File: src/rtl/mul_ctrl.sv
// rtl/mul_ctrl.sv - RV32M multiply sequencer: op decode, multiplier token hold, result word select
// and a one-entry product cache.
module mul_ctrl #(
    parameter int MUL_LATENCY = 4,
    parameter int TAG_W       = 5
) (
    input  logic             clk,
    input  logic             reset_n,
    input  logic             req_valid,
    output logic             req_ready,
    input  logic [1:0]       req_op,
    input  logic [31:0]      req_a,
    input  logic [31:0]      req_b,
    input  logic [TAG_W-1:0] req_tag,
    input  logic             kill,
    output logic             resp_valid,
    input  logic             resp_ready,
    output logic [31:0]      resp_data,
    output logic [TAG_W-1:0] resp_tag,
    output logic             mul_go,
    output logic             mul_sign0,
    output logic             mul_sign1,
    output logic [31:0]      mul_m,
    output logic [31:0]      mul_r,
    input  logic             mul_done,
    input  logic [63:0]      mul_result
);

    localparam logic [1:0] S_IDLE  = 2'd0;
    localparam logic [1:0] S_BUSY  = 2'd1;
    localparam logic [1:0] S_DRAIN = 2'd2;
    localparam logic [1:0] S_RESP  = 2'd3;

    localparam logic [1:0] OP_MUL    = 2'd0;
    localparam logic [1:0] OP_MULH   = 2'd1;
    localparam logic [1:0] OP_MULHSU = 2'd2;

    if (MUL_LATENCY < 1) begin : g_lat_check
        $error("mul_ctrl: MUL_LATENCY must be >= 1");
    end

    logic [1:0]       state_q, state_d;
    logic             is_mul_q, is_mul_d;
    logic [31:0]      m_q, m_d;
    logic [31:0]      r_q, r_d;
    logic             s0_q, s0_d;
    logic             s1_q, s1_d;
    logic [TAG_W-1:0] tag_q, tag_d;
    logic [31:0]      data_q, data_d;

    logic             cv_q, cv_d;
    logic [31:0]      ca_q, ca_d;
    logic [31:0]      cb_q, cb_d;
    logic             cs0_q, cs0_d;
    logic             cs1_q, cs1_d;
    logic [63:0]      cprod_q, cprod_d;

    logic             req_s0;
    logic             req_s1;
    logic             req_is_mul;
    logic             accept;
    logic             cache_hit;
    logic [31:0]      hit_word;
    logic [31:0]      done_word;

    always_comb begin
        req_s0     = (req_op == OP_MULH) || (req_op == OP_MULHSU);
        req_s1     = (req_op == OP_MULH);
        req_is_mul = (req_op == OP_MUL);
    end

    // The low word does not depend on operand signedness, so MUL may reuse any cached product.
    always_comb begin
        cache_hit = cv_q && (req_a == ca_q) && (req_b == cb_q) &&
                    (req_is_mul || ((req_s0 == cs0_q) && (req_s1 == cs1_q)));
        hit_word  = req_is_mul ? cprod_q[31:0] : cprod_q[63:32];
        done_word = is_mul_q ? mul_result[31:0] : mul_result[63:32];
    end

    assign req_ready  = (state_q == S_IDLE) && !kill;
    assign accept     = req_valid && req_ready;
    assign resp_valid = (state_q == S_RESP);
    assign mul_go     = (state_q == S_BUSY) || (state_q == S_DRAIN);
    assign resp_data  = data_q;
    assign resp_tag   = tag_q;
    assign mul_m      = m_q;
    assign mul_r      = r_q;
    assign mul_sign0  = s0_q;
    assign mul_sign1  = s1_q;

    always_comb begin
        state_d  = state_q;
        is_mul_d = is_mul_q;
        m_d      = m_q;
        r_d      = r_q;
        s0_d     = s0_q;
        s1_d     = s1_q;
        tag_d    = tag_q;
        data_d   = data_q;
        cv_d     = cv_q;
        ca_d     = ca_q;
        cb_d     = cb_q;
        cs0_d    = cs0_q;
        cs1_d    = cs1_q;
        cprod_d  = cprod_q;

        case (state_q)
            S_IDLE: begin
                if (accept) begin
                    is_mul_d = req_is_mul;
                    m_d      = req_a;
                    r_d      = req_b;
                    s0_d     = req_s0;
                    s1_d     = req_s1;
                    tag_d    = req_tag;
                    if (cache_hit) begin
                        data_d  = hit_word;
                        state_d = S_RESP;
                    end else begin
                        state_d = S_BUSY;
                    end
                end
            end
            S_BUSY: begin
                if (mul_done) begin
                    cv_d    = 1'b1;
                    ca_d    = m_q;
                    cb_d    = r_q;
                    cs0_d   = s0_q;
                    cs1_d   = s1_q;
                    cprod_d = mul_result;
                    if (kill) begin
                        state_d = S_IDLE;
                    end else begin
                        data_d  = done_word;
                        state_d = S_RESP;
                    end
                end else if (kill) begin
                    state_d = S_DRAIN;
                end
            end
            // Keep go asserted until the token wraps so the multiplier stays aligned for the next op.
            S_DRAIN: begin
                if (mul_done) begin
                    state_d = S_IDLE;
                end
            end
            S_RESP: begin
                if (kill || resp_ready) begin
                    state_d = S_IDLE;
                end
            end
            default: begin
                state_d = S_IDLE;
            end
        endcase
    end

    always_ff @(posedge clk or negedge reset_n) begin
        if (!reset_n) begin
            state_q  <= S_IDLE;
            is_mul_q <= 1'b0;
            m_q      <= '0;
            r_q      <= '0;
            s0_q     <= 1'b0;
            s1_q     <= 1'b0;
            tag_q    <= '0;
            data_q   <= '0;
            cv_q     <= 1'b0;
            ca_q     <= '0;
            cb_q     <= '0;
            cs0_q    <= 1'b0;
            cs1_q    <= 1'b0;
            cprod_q  <= '0;
        end else begin
            state_q  <= state_d;
            is_mul_q <= is_mul_d;
            m_q      <= m_d;
            r_q      <= r_d;
            s0_q     <= s0_d;
            s1_q     <= s1_d;
            tag_q    <= tag_d;
            data_q   <= data_d;
            cv_q     <= cv_d;
            ca_q     <= ca_d;
            cb_q     <= cb_d;
            cs0_q    <= cs0_d;
            cs1_q    <= cs1_d;
            cprod_q  <= cprod_d;
        end
    end

endmodule

File: config.mk
export PLATFORM = sky130hd
export DESIGN_NAME = mul_ctrl
export DESIGN_NICKNAME = d
export VERILOG_FILES = /design/src/rtl/mul_ctrl.sv
export SDC_FILE = /design/constraint.sdc
export NUM_CORES = 1
export LEC_CHECK = 0
export BUFFER_PORTS_ARGS = -buffer_cell sky130_fd_sc_hd__clkbuf_2
export CORE_MARGIN = 2
export CORE_UTILIZATION = 50
export DETAILED_ROUTE_END_ITERATION = 6
export GPL_TIMING_DRIVEN = 0
export PLACE_DENSITY = 0.8
export SLEW_MARGIN = 20
export SYNTH_ARGS = -nofsm -noshare
export SYNTH_HDL_FRONTEND = slang
export SYNTH_SLANG_ARGS = --single-unit
File: constraint.sdc
create_clock -name clk -period 2.7 [get_ports clk]
set_input_delay 0.54 -clock clk [delete_from_list [all_inputs] [get_ports clk]]
set_output_delay 0.54 -clock clk [all_outputs]
set_load 0.03 [all_outputs]
After elaboration in Yosys (flattened, before gate mapping):

Cells that the tools add are included.

* eq/ne operators: 16
* reductions and logical operators: 18
* muxes and demuxes: 15

Operators by type and width (count)
* $mux 32: 6
* $eq 32x32->1: 2
* $pmux 32 s2: 1
* $mux 2: 7
* $ne 2x2->1 const B: 5
* $pmux 2 s4: 1
* $eq 2x2->1 const B: 3
* $logic_and 1x1->1: 6
* $reduce_and 5->1: 1
* $eq 2x1->1 const B: 2
* $logic_not 2->1: 2
* $logic_or 1x1->1: 4
* $reduce_and 2->1: 2
* $reduce_and 4->1: 1
* $ne 3x3->1 const B: 1
* $eq 1x1->1: 2
* $ne 2x1->1 const B: 1
* $reduce_bool 2->1: 1
* $logic_not 1->1: 1

* logic and storage cells: 63
* input bits: 141
* output and inout port bits: 106
* register bits after elaboration: 237

Longest topological paths before layout:

* depth after elaboration: 9
* mapped depth: 9
* depth with buffers taken out: 8

Least setup slack after synthesis:

No wires, ideal clock.

* kind: input to register
* start point: in req_op[0]
* end point: reg data_q[0], in the netlist resp_data[0]
* arrival: 2.274 ns
* library setup time: 0.127 ns
* buffers on the path: 1
* required time: 2.573 ns
* path slack: 0.298 ns
* cell stages on the path: 9
* cells stage by stage: inv_1 > ha_1 > xnor2_1 > a21o_1 > and4_1 > or3b_1 > o31ai_4 > buf_6 > o211ai_2

* word-level cells in the longest chain between the ends: 8
* elaborated cells on any way between the ends: 15
* those cells by class: eq/ne (5); mux (4); reduce/logical (6)

RTL lines
* start, declared: RTL line 11 `input logic [1:0] req_op,`
* $eq 2x1->1 or $eq 2x2->1 (tied branches): RTL line 67 `req_s0 = (req_op == OP_MULH) || (req_op == OP_MULHSU);`
* $logic_or 1x1->1 (*): RTL line 67
* named net req_s0: RTL line 58 `logic req_s0;`
* $eq 1x1->1 (*): RTL line 75 `(req_is_mul || ((req_s0 == cs0_q) && (req_s1 == cs1_q)));`
* $logic_and 1x1->1 (*): RTL line 75
* $logic_or 1x1->1 (*): RTL line 75
* $logic_and 1x1->1 (*): RTL line 74 `cache_hit = cv_q && (req_a == ca_q) && (req_b == cb_q) &&`
* $ne 2x2->1 (no line) (*)
* $reduce_and 5->1 (no line) (*)
* end signal, assigned: RTL line 183 `data_q <= data_d;`
* end, declared: RTL line 49 `logic [31:0] data_q, data_d;`

The timed path passes the listed nets; every way through them passes the cells marked *. The select of a mux whose other input is x is not followed.
A chain may end at the register's enable or synchronous reset.

Worst setup path in the final report:

* start point: reg cb_q[22]
* end point: reg data_q[12], in the netlist resp_data[12]

* word-level cells in the longest chain between the ends: 5

RTL lines
* start, declared: RTL line 53 `logic [31:0] cb_q, cb_d;`
* start signal, assigned: RTL line 171 `cb_q <= '0;`
* start signal, assigned: RTL line 186 `cb_q <= cb_d;`
* $eq 32x32->1: RTL line 74
* $logic_and 1x1->1 (2 in a row): RTL line 74
* $ne 2x2->1 (no line)
* $reduce_and 5->1 (no line)

No other way between the ends.

==> metrics.csv <==
metric;value;unit
vias in the first global route;8712;
# setup viols final;0;
worst hold path class;input pin to flip-flop;
R2R setup slack;0.12;ns
Clock transition at path regs;0.06;ns
pwr dens;1246;nW/um^2
Placed Cells;1475;
WP data required;3.10;ns
Synth Warn #;0;
Max Fclk;387.6;MHz
Total Routing Usage GR;24.94;%
Netlist Area Pre-Place;11540;sq um
worst slew pin tran;0.8042;ns
Final Max Slew Viols;0;
Hold EP;resp_tag[3];
RSZ-0062 raised after global routing;true;
# nets final;1370;
reg-to-reg endpoint;resp_data[12];
initial antenna violation count;0;
first-pass GRT wire length;47.08;mm
startpoint types;flip-flop;
HP Start;req_tag[3];
period utilization;95.55;%
Via-to-Cell Ratio;5.523;
crit-path cells;xor2_1, nor4_1, nand4_1, or4_4, o31ai_4, buf_4, buf_6, o211ai_2;
critical path class;flip-flop to flip-flop;
Adder-Cell Fraction of Synth Area;0.6506;%
# rows;55;
Finished Layout Cells;1525;
outcome;finished clean;
Crit. End Element;flip-flop;
die area;24310;sq um
Cells after Synth;941;
die height;155.9;um
Arrival @ worst endpoint;2.97;ns
clock root buffer;clkbuf_16;
floorplan core area;22640;sq um
VDD IR max;0.7667;mV
H-Tree Depth;1;
distinct cell type count after synthesis;41;
most frequent cells in the layout;clkbuf_2, dfrtp_1, mux2_2;
Clock Skew;0.01376;ns
GP Congestion;0.9138;
Filler Cells Inserted;1792;
CTS Sinks;237;
main combinational cell family by area after synthesis;multiplexers;
worst skew pair latency;0.52;ns
Crit path largest cell delay;0.58;ns
Synth Flop Type;dfrtp_1;
initial detailed-routing violation count;437;
syn_area_per_cell;12.26;sq um
simple logic cell fraction of the synthesized area;10.10;%
minimum clock period after layout;2.580;ns
hold path depth;2;
CP max stage cell;or4_4;
multiplexer share of the synthesized area;25.32;%
Routed WL;30.26;mm
dpl hpwl;22.45;mm
compound-cell area share of the yosys netlist;6.007;%
Post-Synth XOR/XNOR Area;3.036;%
PortBufs;246;
Hold Violations, Final;0;
total congestion overflow;0;
cell count of the worst reg-to-reg path;8;
Clock Path Buffers;3;
Slew HR;46.39;%
Pleak;0.006550;uW
commonest non-fill, non-tap cell in the layout;clkbuf_2;
initial core utilization;50.96;%
P&R area growth vs syn;22.96;%
CTS tree;done;
Post-Route Utilization;62.66;%
Post-route DRC;0;
total CTS buffers;27;
Avg WL per Cell;19.85;um
largest fanout on the critical path;10;
drt first pass iters;4;
FFs w/ async S/R, synth;100.0;%
IO Count;247;
vias;8423;
reg2reg start;cb_q[22];
net count after synthesis;1088;
EDFF count, synth;0;
Final ANT Viol Nets;0;
sequential-to-total area share from yosys stat;51.40;%
fraction of layout cells with a size suffix above 1;47.42;%
Die Wd;155.9;um
max cap viols;0;
register bit total from synthesis;237;
largest net degree at the start of global routing;68;
==> synthesized netlist by cell type (all sizes together), types with 6 or more instances <==
cell type    n  area (sq um)
mux2i       32         320.3
nor4        36         231.5
dfrtp      237          5931
nand4        9         56.30
buf         18         105.1
nand3       34         170.2
o211ai      31         382.9
ha           6         75.07
o21ai       39         195.2
clkbuf      30         120.1
nand2       73         274.0
xor2        37         324.1
nor2b       43         269.0
inv         45         168.9
mux2       231          2601
==> worst max-delay path: cells and delay by family, from the launching register on <==
family	cells	cell delay [ns]
AO/OA/AOI/OAI	2	0.27
buffers and inverters	2	0.39
AND/OR/NAND/NOR	3	1.24
XOR/XNOR	1	0.19
flip-flops	1	0.39
==> layer usage <==
layer / GRT usage [%] / share of wire, % / vias up / wire length, um
met3: 5.417 / 7.3 / 43 / 2201
met2: 44.08 / 50 / 266 / 15050
li1: - / - / 3911 / -
met4: 6.684 / 2.2 / 0 / 656
met5: 0 / 0 / - / 0
met1: 31.04 / 41 / 4203 / 12350
==> kinds of logic after synthesis <==
logic type                 Yosys count
xor gates and xnor gates            40
AOI/OAI and AO/OA                   81
buffers and inverters               94
adders and majority gates            6
muxes                              263
and+or+nand+nor                    220
DFF                                237
==> how the worst max path moves through the flow <==
stage,startpoint,to,slack [ns],cells past startpoint
floorplan,req_op[0],resp_data[0],0.30,9
global placement,reset_n,mul_r[25],-3.64,1
detailed placement,req_op[1],resp_data[14],-0.59,10
CTS,state_q[0],resp_data[12],0.0001,9
global route,state_q[1],mul_r[6],-0.007,7
finish,cb_q[22],resp_data[12],0.12,8
==> per-stage QoR <==
step / TNS [ns] / area (sq um) / hold slack (ns) / worst slack, ns / total power [uW]
2_1_floorplan: 0 / 11540 / 0.2444 / 0.2983 / 11730
3_3_place_gp: -886.10 / 13130 / 0.4494 / -3.643 / 13800
3_5_place_dp: -30.64 / 13220 / 0.4524 / -0.5891 / 14080
4_1_cts: 0 / 14150 / 0.2328 / 0.0001035 / 17780
5_1_grt: -0.01614 / 14180 / 0.2516 / -0.006710 / 18670
6_report: 0 / 14190 / 0.2521 / 0.1201 / 17680
==> final cells by class <==
type                            count  area (sq um)  share of cell area, %
Antenna cell                        2         5.005                0.03528
Clock buffer                       39         800.8                  5.644
Clock inverter                      5         77.57                 0.5468
Buffer                             49         249.0                  1.755
Timing Repair Buffer              253          1355                  9.551
Sequential cell                   237          5931                  41.80
Multi-Input combinational cell    610          5244                  36.96
Inverter                           45         168.9                  1.191
Tap cell                          285         356.6                  2.513
==> sequential cells by signal, summed over array words and instances (netlist names) <==
signal     flops
cs1_q          1
ca_q          32
cv_q           1
mul_r         32
resp_tag       5
cprod_q       64
resp_data     32
cb_q          32
mul_sign0      1
cs0_q          1
mul_sign1      1
is_mul_q       1
state_q        2
mul_m         32
==> where the power goes <==
part	switching (uW)	internal (uW)	leakage [uW]
clock	1380	2220	0.000431
combinational	4390	3180	0.00330
sequential	1140	5370	0.00282
==> what timing repair did <==
action | 4_1_cts | 5_1_grt
setup endpoints to repair | 119 | 61
gates resized for setup | 11 | 10
setup buffers | 2 | 1
pin swaps | 1 | 1
hold endpoints to repair | 4 | 0
hold buffers | 1 | 0
No activity file was read; power rests on OpenSTA's default activity.
